$ cat config.mk
export PLATFORM = sky130hd
export DESIGN_NAME = fx_ci_master
export DESIGN_NICKNAME = d
export VERILOG_FILES = /design/src/rtl/fx_ci_pkg.sv /design/src/rtl/fx_sync_fifo.sv /design/src/rtl/fx_ci_master.sv
export SDC_FILE = /design/constraint.sdc
export NUM_CORES = 1
export LEC_CHECK = 0
export CAP_MARGIN = 10
export CORE_MARGIN = 8
export CORE_UTILIZATION = 55
export DETAILED_ROUTE_END_ITERATION = 6
export PLACE_DENSITY = 0.78
export REMOVE_ABC_BUFFERS = 1
export SLEW_MARGIN = 10
export SYNTH_ARGS = -nofsm -noshare
export SYNTH_HDL_FRONTEND = slang
export SYNTH_SLANG_ARGS = --single-unit
$ cat constraint.sdc
create_clock -name clk -period 6.7 [get_ports clk]
set_clock_uncertainty 0.2 [all_clocks]
set_input_delay 1.34 -clock clk [delete_from_list [all_inputs] [get_ports clk]]
set_output_delay 1.34 -clock clk [all_outputs]
set_load 0.005 [all_outputs]
$ cat src/rtl/fx_ci_pkg.sv
// Shared types and constants for the f(x) custom-instruction stream master.
// Build with CI_TIMEOUT_EN to add the WAIT watchdog and the sticky err flag.
package fx_ci_pkg;

    typedef enum logic [1:0] {
        IDLE  = 2'd0,
        ISSUE = 2'd1,
        WAIT  = 2'd2,
        HOLD  = 2'd3
    } ci_state_t;

    localparam logic [31:0] FP_QNAN = 32'h7FC0_0000;
    localparam logic [31:0] FP_ZERO = 32'h0000_0000;

endpackage

$ cat src/rtl/fx_sync_fifo.sv
// Synchronous FIFO with extra-MSB pointers; full/empty are registered and
// computed from the next-state pointers so they are valid from reset onward.
module fx_sync_fifo #(
    parameter int DEPTH = 8,
    parameter int WIDTH = 32
) (
    input  logic             clk,
    input  logic             reset,
    input  logic             push,
    input  logic             pop,
    input  logic [WIDTH-1:0] din,
    output logic [WIDTH-1:0] head,
    output logic             full,
    output logic             empty
);

    localparam int AW = $clog2(DEPTH);
    localparam logic [AW:0] PTR_ONE = {{AW{1'b0}}, 1'b1};

    logic [AW:0]      wr_ptr_q, wr_ptr_d;
    logic [AW:0]      rd_ptr_q, rd_ptr_d;
    logic             full_q, full_d;
    logic             empty_q, empty_d;
    logic [WIDTH-1:0] mem_q [DEPTH];

    logic do_push;
    logic do_pop;

    assign do_push = push && !full_q;
    assign do_pop  = pop && !empty_q;

    always_comb begin
        wr_ptr_d = wr_ptr_q;
        rd_ptr_d = rd_ptr_q;
        if (do_push) begin
            wr_ptr_d = wr_ptr_q + PTR_ONE;
        end
        if (do_pop) begin
            rd_ptr_d = rd_ptr_q + PTR_ONE;
        end
        // Same index with differing wrap bits means the write side lapped the read side.
        full_d  = (wr_ptr_d[AW] != rd_ptr_d[AW]) &&
                  (wr_ptr_d[AW-1:0] == rd_ptr_d[AW-1:0]);
        empty_d = (wr_ptr_d == rd_ptr_d);
    end

    always_ff @(posedge clk) begin
        if (reset) begin
            wr_ptr_q <= '0;
            rd_ptr_q <= '0;
            full_q   <= 1'b0;
            empty_q  <= 1'b1;
        end else begin
            wr_ptr_q <= wr_ptr_d;
            rd_ptr_q <= rd_ptr_d;
            full_q   <= full_d;
            empty_q  <= empty_d;
        end
    end

    always_ff @(posedge clk) begin
        if (do_push) begin
            mem_q[wr_ptr_q[AW-1:0]] <= din;
        end
    end

    assign head  = mem_q[rd_ptr_q[AW-1:0]];
    assign full  = full_q;
    assign empty = empty_q;

endmodule

$ cat src/rtl/fx_ci_master.sv
// Streams float32 samples through a multi-cycle Nios II custom-instruction slave,
// one transaction at a time. Define CI_TIMEOUT_EN to abort stalled WAITs with a qNaN.
module fx_ci_master
    import fx_ci_pkg::*;
#(
    parameter int DEPTH   = 8,
    parameter int TIMEOUT = 1023
) (
    input  logic        clk,
    input  logic        reset,
    input  logic        s_valid,
    output logic        s_ready,
    input  logic [31:0] s_data,
    output logic        m_valid,
    input  logic        m_ready,
    output logic [31:0] m_data,
    output logic        ci_clk_en,
    output logic        ci_start,
    output logic [31:0] ci_dataa,
    input  logic        ci_done,
    input  logic [31:0] ci_result,
    output logic        busy,
    output logic        err
);

    logic        fifo_push;
    logic        fifo_pop;
    logic        fifo_full;
    logic        fifo_empty;
    logic [31:0] fifo_head;

    ci_state_t   state_q, state_d;
    logic        m_valid_q, m_valid_d;
    logic [31:0] m_data_q, m_data_d;
    logic        ci_clk_en_q, ci_clk_en_d;
    logic        ci_start_q, ci_start_d;
    logic [31:0] ci_dataa_q, ci_dataa_d;

`ifdef CI_TIMEOUT_EN
    localparam int TW = $clog2(TIMEOUT + 1);
    localparam logic [TW-1:0] TMO_LAST = TW'(TIMEOUT - 1);
    localparam logic [TW-1:0] TMO_ONE  = TW'(1);

    logic [TW-1:0] tmo_cnt_q, tmo_cnt_d;
    logic          err_q, err_d;
`endif

    assign fifo_push = s_valid && !fifo_full;
    assign fifo_pop  = (state_q == ISSUE);

    fx_sync_fifo #(
        .DEPTH (DEPTH),
        .WIDTH (32)
    ) u_fifo (
        .clk   (clk),
        .reset (reset),
        .push  (fifo_push),
        .pop   (fifo_pop),
        .din   (s_data),
        .head  (fifo_head),
        .full  (fifo_full),
        .empty (fifo_empty)
    );

    always_comb begin
        state_d    = state_q;
        m_valid_d  = m_valid_q;
        m_data_d   = m_data_q;
        ci_dataa_d = ci_dataa_q;
`ifdef CI_TIMEOUT_EN
        tmo_cnt_d  = tmo_cnt_q;
        err_d      = err_q;
`endif
        case (state_q)
            IDLE: begin
                if (!fifo_empty && !m_valid_q) begin
                    state_d    = ISSUE;
                    ci_dataa_d = fifo_head;
                end
            end
            ISSUE: begin
                // A done seen while start is still high belongs to nobody; it is ignored.
                state_d = WAIT;
`ifdef CI_TIMEOUT_EN
                tmo_cnt_d = '0;
`endif
            end
            WAIT: begin
                if (ci_done) begin
                    m_data_d  = ci_result;
                    m_valid_d = 1'b1;
                    state_d   = HOLD;
                end
`ifdef CI_TIMEOUT_EN
                else if (tmo_cnt_q == TMO_LAST) begin
                    m_data_d  = FP_QNAN;
                    m_valid_d = 1'b1;
                    err_d     = 1'b1;
                    state_d   = HOLD;
                end else begin
                    tmo_cnt_d = tmo_cnt_q + TMO_ONE;
                end
`endif
            end
            HOLD: begin
                if (m_valid_q && m_ready) begin
                    m_valid_d = 1'b0;
                    state_d   = IDLE;
                end
            end
            default: begin
                state_d = IDLE;
            end
        endcase

        // Enable and start are decoded from the next state so they rise together.
        ci_start_d  = (state_d == ISSUE);
        ci_clk_en_d = (state_d == ISSUE) || (state_d == WAIT);
    end

    always_ff @(posedge clk) begin
        if (reset) begin
            state_q     <= IDLE;
            m_valid_q   <= 1'b0;
            m_data_q    <= FP_ZERO;
            ci_clk_en_q <= 1'b0;
            ci_start_q  <= 1'b0;
            ci_dataa_q  <= '0;
`ifdef CI_TIMEOUT_EN
            tmo_cnt_q   <= '0;
            err_q       <= 1'b0;
`endif
        end else begin
            state_q     <= state_d;
            m_valid_q   <= m_valid_d;
            m_data_q    <= m_data_d;
            ci_clk_en_q <= ci_clk_en_d;
            ci_start_q  <= ci_start_d;
            ci_dataa_q  <= ci_dataa_d;
`ifdef CI_TIMEOUT_EN
            tmo_cnt_q   <= tmo_cnt_d;
            err_q       <= err_d;
`endif
        end
    end

    assign s_ready   = !fifo_full;
    assign m_valid   = m_valid_q;
    assign m_data    = m_data_q;
    assign ci_clk_en = ci_clk_en_q;
    assign ci_start  = ci_start_q;
    assign ci_dataa  = ci_dataa_q;
    assign busy      = !fifo_empty || (state_q != IDLE);

`ifdef CI_TIMEOUT_EN
    assign err = err_q;
`else
    // Without the watchdog TIMEOUT has no effect; this folds to a constant 0.
    assign err = (TIMEOUT < 0);
`endif

endmodule
Word-level counts from Yosys, hierarchy flattened

Memory sizes are Yosys's and may differ from the RTL's. A register that Yosys moved wholly into a read port is not among the register bits.
Index checks and enable logic that the tools add are counted.

Register bits after elaboration: 47
Bits in latches: 0
Bits in writable memories: 256
Bits in read-only memories: 0
Input bits: 69
Memories: 1

Memories:

| memory       | words | width | rd ports | clocked after Yosys merged registers in | wr ports | line               | RTL |
|---|---|---|---|---|---|---|---|
| u_fifo.mem_q | 8     | 32    | 1        | 1                                       | 1        | fx_sync_fifo.sv:24 | `logic [WIDTH-1:0] mem_q [DEPTH];` |

Add/subtract/negate cells: 2
Multiply operators: 0
Div/mod/pow operators: 0
$lt $le $gt $ge: 0
Equal/unequal tests: 10
Shift-type cells: 0
Multiplexer cells: 11
Bitwise gates (word level): 0
Reduce and logical (&&, ||, !) cells: 17

Operators by type and width:

| operator                                      | count |
|---|---|
| adder 4 x 1 -> 4 bit, second input constant   | 2 |
| 2-to-1 mux 4 bit                              | 2 |
| case mux 2 bit (4 select lines)               | 1 |
| == test 2 bit, second input constant          | 3 |
| logical AND 1 bit                             | 6 |
| 2-to-1 mux 2 bit                              | 3 |
| == test 2 x 1 -> 1 bit, second input constant | 2 |
| == test 4 bit                                 | 1 |
| 2-to-1 mux 1 bit                              | 4 |
| inequality test 2 bit, second input constant  | 2 |
| AND reduction 2 bit                           | 2 |
| nonzero test 2 bit                            | 2 |
| == test 3 bit                                 | 1 |
| logical NOT 1 bit                             | 3 |
| AND reduction 3 bit                           | 1 |
| logical NOT 2 bit                             | 1 |
| logical OR 1 bit                              | 2 |
| case mux 1 bit (2 select lines)               | 1 |
| inequality test 1 bit                         | 1 |

Longest topological paths before layout

Word-level depth: 6
Depth in mapped cells: 7
Depth with buffers taken out: 6

Cells and area by module

From an unflattened synthesis, not the netlist that was laid out.

Cell total of the unflattened synthesis: 738
Area, all modules: 12557.0 um^2

By module, submodules not included:

| module       | times used | cells an instance | area an instance (um^2) | seq. area each (um^2) |
|---|---|---|---|---|
| fx_sync_fifo | 1          | 426               | 10098.4                 | 7887.6 |
| fx_ci_master | 1          | 312               | 2458.6                  | 1381.3 |

Least setup slack after synthesis

No wires, ideal clock.

Kind: input port to flip-flop
From: in s_valid
To: mem u_fifo.mem_q[0][0], enable pin
Setup time: 461 ps
Data arrival time: 3935 ps
Data required time: 6039 ps
Setup slack: 2104 ps
Cell stages on the path: 3
Path buffers: 0
Cells stage by stage: nor2b_1 > nand2b_1 > nor3_1

Longest elaborated chain between the ends: 4

Ends and longest elaborated chain:

| what                                   | line               | RTL |
|---|---|---|
| start: declaration                     | fx_ci_master.sv:11 | `input logic s_valid,` |
| logical AND 1 bit                      | fx_ci_master.sv:48 | `assign fifo_push = s_valid && !fifo_full;` |
| logical AND 1 bit                      | fx_sync_fifo.sv:29 | `assign do_push = push && !full_q;` |
| 2-to-1 mux 1 bit                       | fx_sync_fifo.sv:62 | `if (do_push) begin` |
| 2-to-1 mux 1 bit (implied by the code) | fx_sync_fifo.sv:63 | `mem_q[wr_ptr_q[AW-1:0]] <= din;` |
| end: declaration                       | fx_sync_fifo.sv:24 |  |

No other way between the ends.

Worst setup path after layout

From: in s_valid
To: mem u_fifo.mem_q[5][21], enable pin

Same word-level chain as after synthesis.

==> run summary <==
The run finished with clean final reports. Of all nets on the critical path, the largest fanout is 32. In this run, the number of DRC markers left after iteration 0 of detailed routing was 520. In this run the remaining antenna-violating nets after routing total 0.

The number of instances resized during post-cts repair is 0, and the number of instances in the synthesized netlist is 703. The share of async-settable or async-resettable flops after synthesis is 0. The kind of cell with the highest combined delay along the critical path is simple AND/OR/NAND/NOR gates. The count of cell types in the netlist is 32, and the largest voltage drop on the vdd net is 224 uV. The run gives 0.752 as the global placement routability congestion. The ratio of cells with drive above 1 in the final layout is 0.161, and the number of antenna violations at the first check in global routing is 0.

Detailed placement finished with a half-perimeter wire length of 14,800 um. Entering global routing, the biggest net connects 80 pins. Number of warnings printed during yosys synthesis: 0. Number of synthesized flops with an enable pin: 256. The share of the core filled with cells was 0.677. The area fraction in and, or, nand and nor cells after synthesis was 0.0476. Power spread over the standard cell area amounts to 314 nW/um^2. The critical path in this run is classified as in2reg. After synthesis, the largest family of logic cells by area is multiplexers.

Final count of hold timing violations: 0. The number of buffer and inverter instances along the worst setup path was 1. The largest total area in the synthesized netlist belongs to edfxtp_1. The number of antenna diodes in the final layout is 0.

The clock root buffer master is clkbuf_16. For the total global routing overflow, the log shows 0. The die boundary width is 167 um, and the hold slack is 257 ps. Among all flip-flop cells after synthesis, the most frequent one is edfxtp_1. After the last flow step, the layout net total stands at 913.

In the routed design, unresolved DRC markers number 0. The mux contribution to synthesized area is 0.143. The post-synthesis area per instance works out to 17.8 um^2. The CTS clock-pin slew for the worst setup and hold paths works out to 60 ps. For the pin with the worst max-slew slack, the measured transition is 1200 ps.

The logs give 0 for the setup fix buffers added after clock tree synthesis and 34 for the number of CTS-inserted buffers. Pin placement for this block handled 139 I/O pins. Setup violations remaining at the end of the flow were counted as 0. The via count of the first global-routing pass is 7,143, and the die outline area is 27,800 um^2. The clock period minus worst slack works out to 3540 ps.

The flip-flop and latch count after synthesis works out to 335. The routed design has 25,600 um of wire. The worst setup path is captured at a flop. The routed layout has 6,676 vias. The logs give 0 for the max-slew violation total from the final report and 282 MHz for the achievable clock frequency. The final clock period utilization by the worst path was 0.529. By area the synthesized netlist is led by edfxtp_1, dfxtp_1, mux4_2. Setup repair after global routing left no endpoint under its margin. The core region is 22,500 um^2.

The first global-routing pass estimated 40,000 um of wire. On the critical path, the stage with the largest delay is an instance of nor2_4. For the worst setup path, the data arrival time is 3460 ps.

edfxtp_1 is the most common cell in the netlist. At the worst endpoint, the required time is 6620 ps. The portion of the post-synthesis area used by sequential elements came out at 0.742.

Hold repair after CTS inserted 0 buffers. Classification of the worst-slack hold path: reg2reg. At the later pin of the worst-skew pair, clock insertion delay measures 500 ps. The tools report the count of standard-cell rows as 55. Summed instance area of the synthesized netlist: 12,500 um^2. The routed wire length per instance works out to 22.3 um. The vias per cell is 5.81, and the top-area cell type share of the netlist area is 0.615.

In this run the static leakage power is 4.74 nW. The total global routing track utilization is 0.184. Traced cell by cell, the critical path runs through clkdlybuf4s50_1 > nor2b_1 > nand2b_1 > nor2_4. The area growth from synthesis to layout works out to 21.9%.

Across the run, the number of max-cap violations was 0. The post-synthesis share of cell area spent on xor and xnor gates came out at 0.00701. The commonest cells after synthesis are edfxtp_1, dfxtp_1, nand2_1, mux4_2, nor2_1. The H-tree generated during clock tree synthesis spans 2 levels. Final setup TNS: 0 ps. In this design, the stage delay of the slowest critical-path cell is 970 ps.

The run gives 0.196 as the worst slew slack as a fraction of its limit. The tree built by TritonCTS fans out to 335 sinks. The floorplan step set the die height to 167 um. The first-pass detailed-route iteration total is 5, and the share of synthesized cell area in full adder, half adder and majority cells is 0.00300. The area fraction in compound gates after synthesis is 0.0366.

TritonCTS built the clock tree. During placement, the flow inserted port buffers numbering 137. The worst setup path is launched from a primary input.

The clock passes through at most 3 buffers. The starting utilization of the core area came out at 0.555.
[kinds of logic (layout without fill, tap and decap cells)]
kind of cell,after synthesis,count (layout)
DFF,335,335
and+or+nand+nor,140,140
muxes,99,99
AOI/OAI and AO/OA,70,70
buffers and inverters,45,207
xor gates and xnor gates,10,10
adders and majority gates,3,3
other,1,1
[sequential cells by signal, indices dropped and copies added (netlist names)]
| register | cells |
|---|---|
| ci_clk_en | 1 |
| ci_dataa | 32 |
| ci_start | 1 |
| u_fifo.wr_ptr_q | 4 |
| u_fifo.full | 1 |
| u_fifo.rd_ptr_q | 4 |
| m_valid | 1 |
| u_fifo.empty | 1 |
| state_q | 2 |
| u_fifo.mem_q | 256 |
| m_data | 32 |
[worst reg2reg max path: cells and delay by family, from the launching register on]
kind | cells | cell delay [ps]
mux | 2 | 900
buf+inv | 1 | 790
flops | 1 | 620
compound gates | 1 | 130
[worst paths after layout]
path,start,endpoint,slack (ps),cells past startpoint
worst max register to register,u_fifo.rd_ptr_q[0],ci_dataa[27],3910,4
worst min register to register,m_data[22],m_data[22],260,2
worst min-delay path,m_data[22],m_data[22],260,2
worst max-delay path,s_valid,u_fifo.mem_q[5][21],3160,4
[cells in the final DEF (no fill, tap or decap), drive strengths merged]
cell / count
xor2: 2
bufinv: 4
ha: 3
nor2b: 3
nand3b: 2
nor2: 52
a211oi: 32
clkbuf: 47
mux4: 64
a41o: 1
buf: 9
inv: 3
nor3b: 1
mux2i: 35
clkdlybuf4s50: 136
nand3: 1
clkinvlp: 3
edfxtp: 256
clkinv: 5
a21oi: 35
or2: 1
conb: 1
xnor2: 8
and4bb: 1
o21ai: 1
nor3: 4
o22ai: 1
nand4: 1
nor4: 1
dfxtp: 79
nand2b: 3
nand2: 70
[where the power goes]
part           switching (mW)  internal, mW
combinational           0.236         0.268
sequential             0.0636          2.34
clock                   0.745          1.13
[routing by layer]
layer	GRT usage	vias up	share of wire
met2	0.312	263	0.50
met3	0.0404	56	0.060
met5	0	-	0
met4	0.0662	0	0.028
met1	0.232	3361	0.41
li1	-	2996	-
[per-stage QoR]
step                      std cells  power [mW]  cell area (um^2)  worst slack [ps]
after floorplan                 660        2.69             12200              2100
after global placement         1089        2.94             14100              2480
after detailed placement       1089        2.96             14100              2530
after CTS                      1149        4.82             15200              3030
after global routing           1150        4.95             15200              3030
final                          1150        4.78             15200              3160
[area by class of cell]
| cell class | instances | area (um^2) |
|---|---|---|
| fill | 1447 | 7270 |
| tap | 285 | 357 |
| clock inverter | 13 | 174 |
| timing repair buffer | 145 | 1450 |
| sequential | 335 | 9280 |
| clock buffer | 47 | 928 |
| multi-input combinational | 323 | 3040 |
| inverter | 2 | 7.51 |
Note: power is estimated with default switching activity, not from simulation.
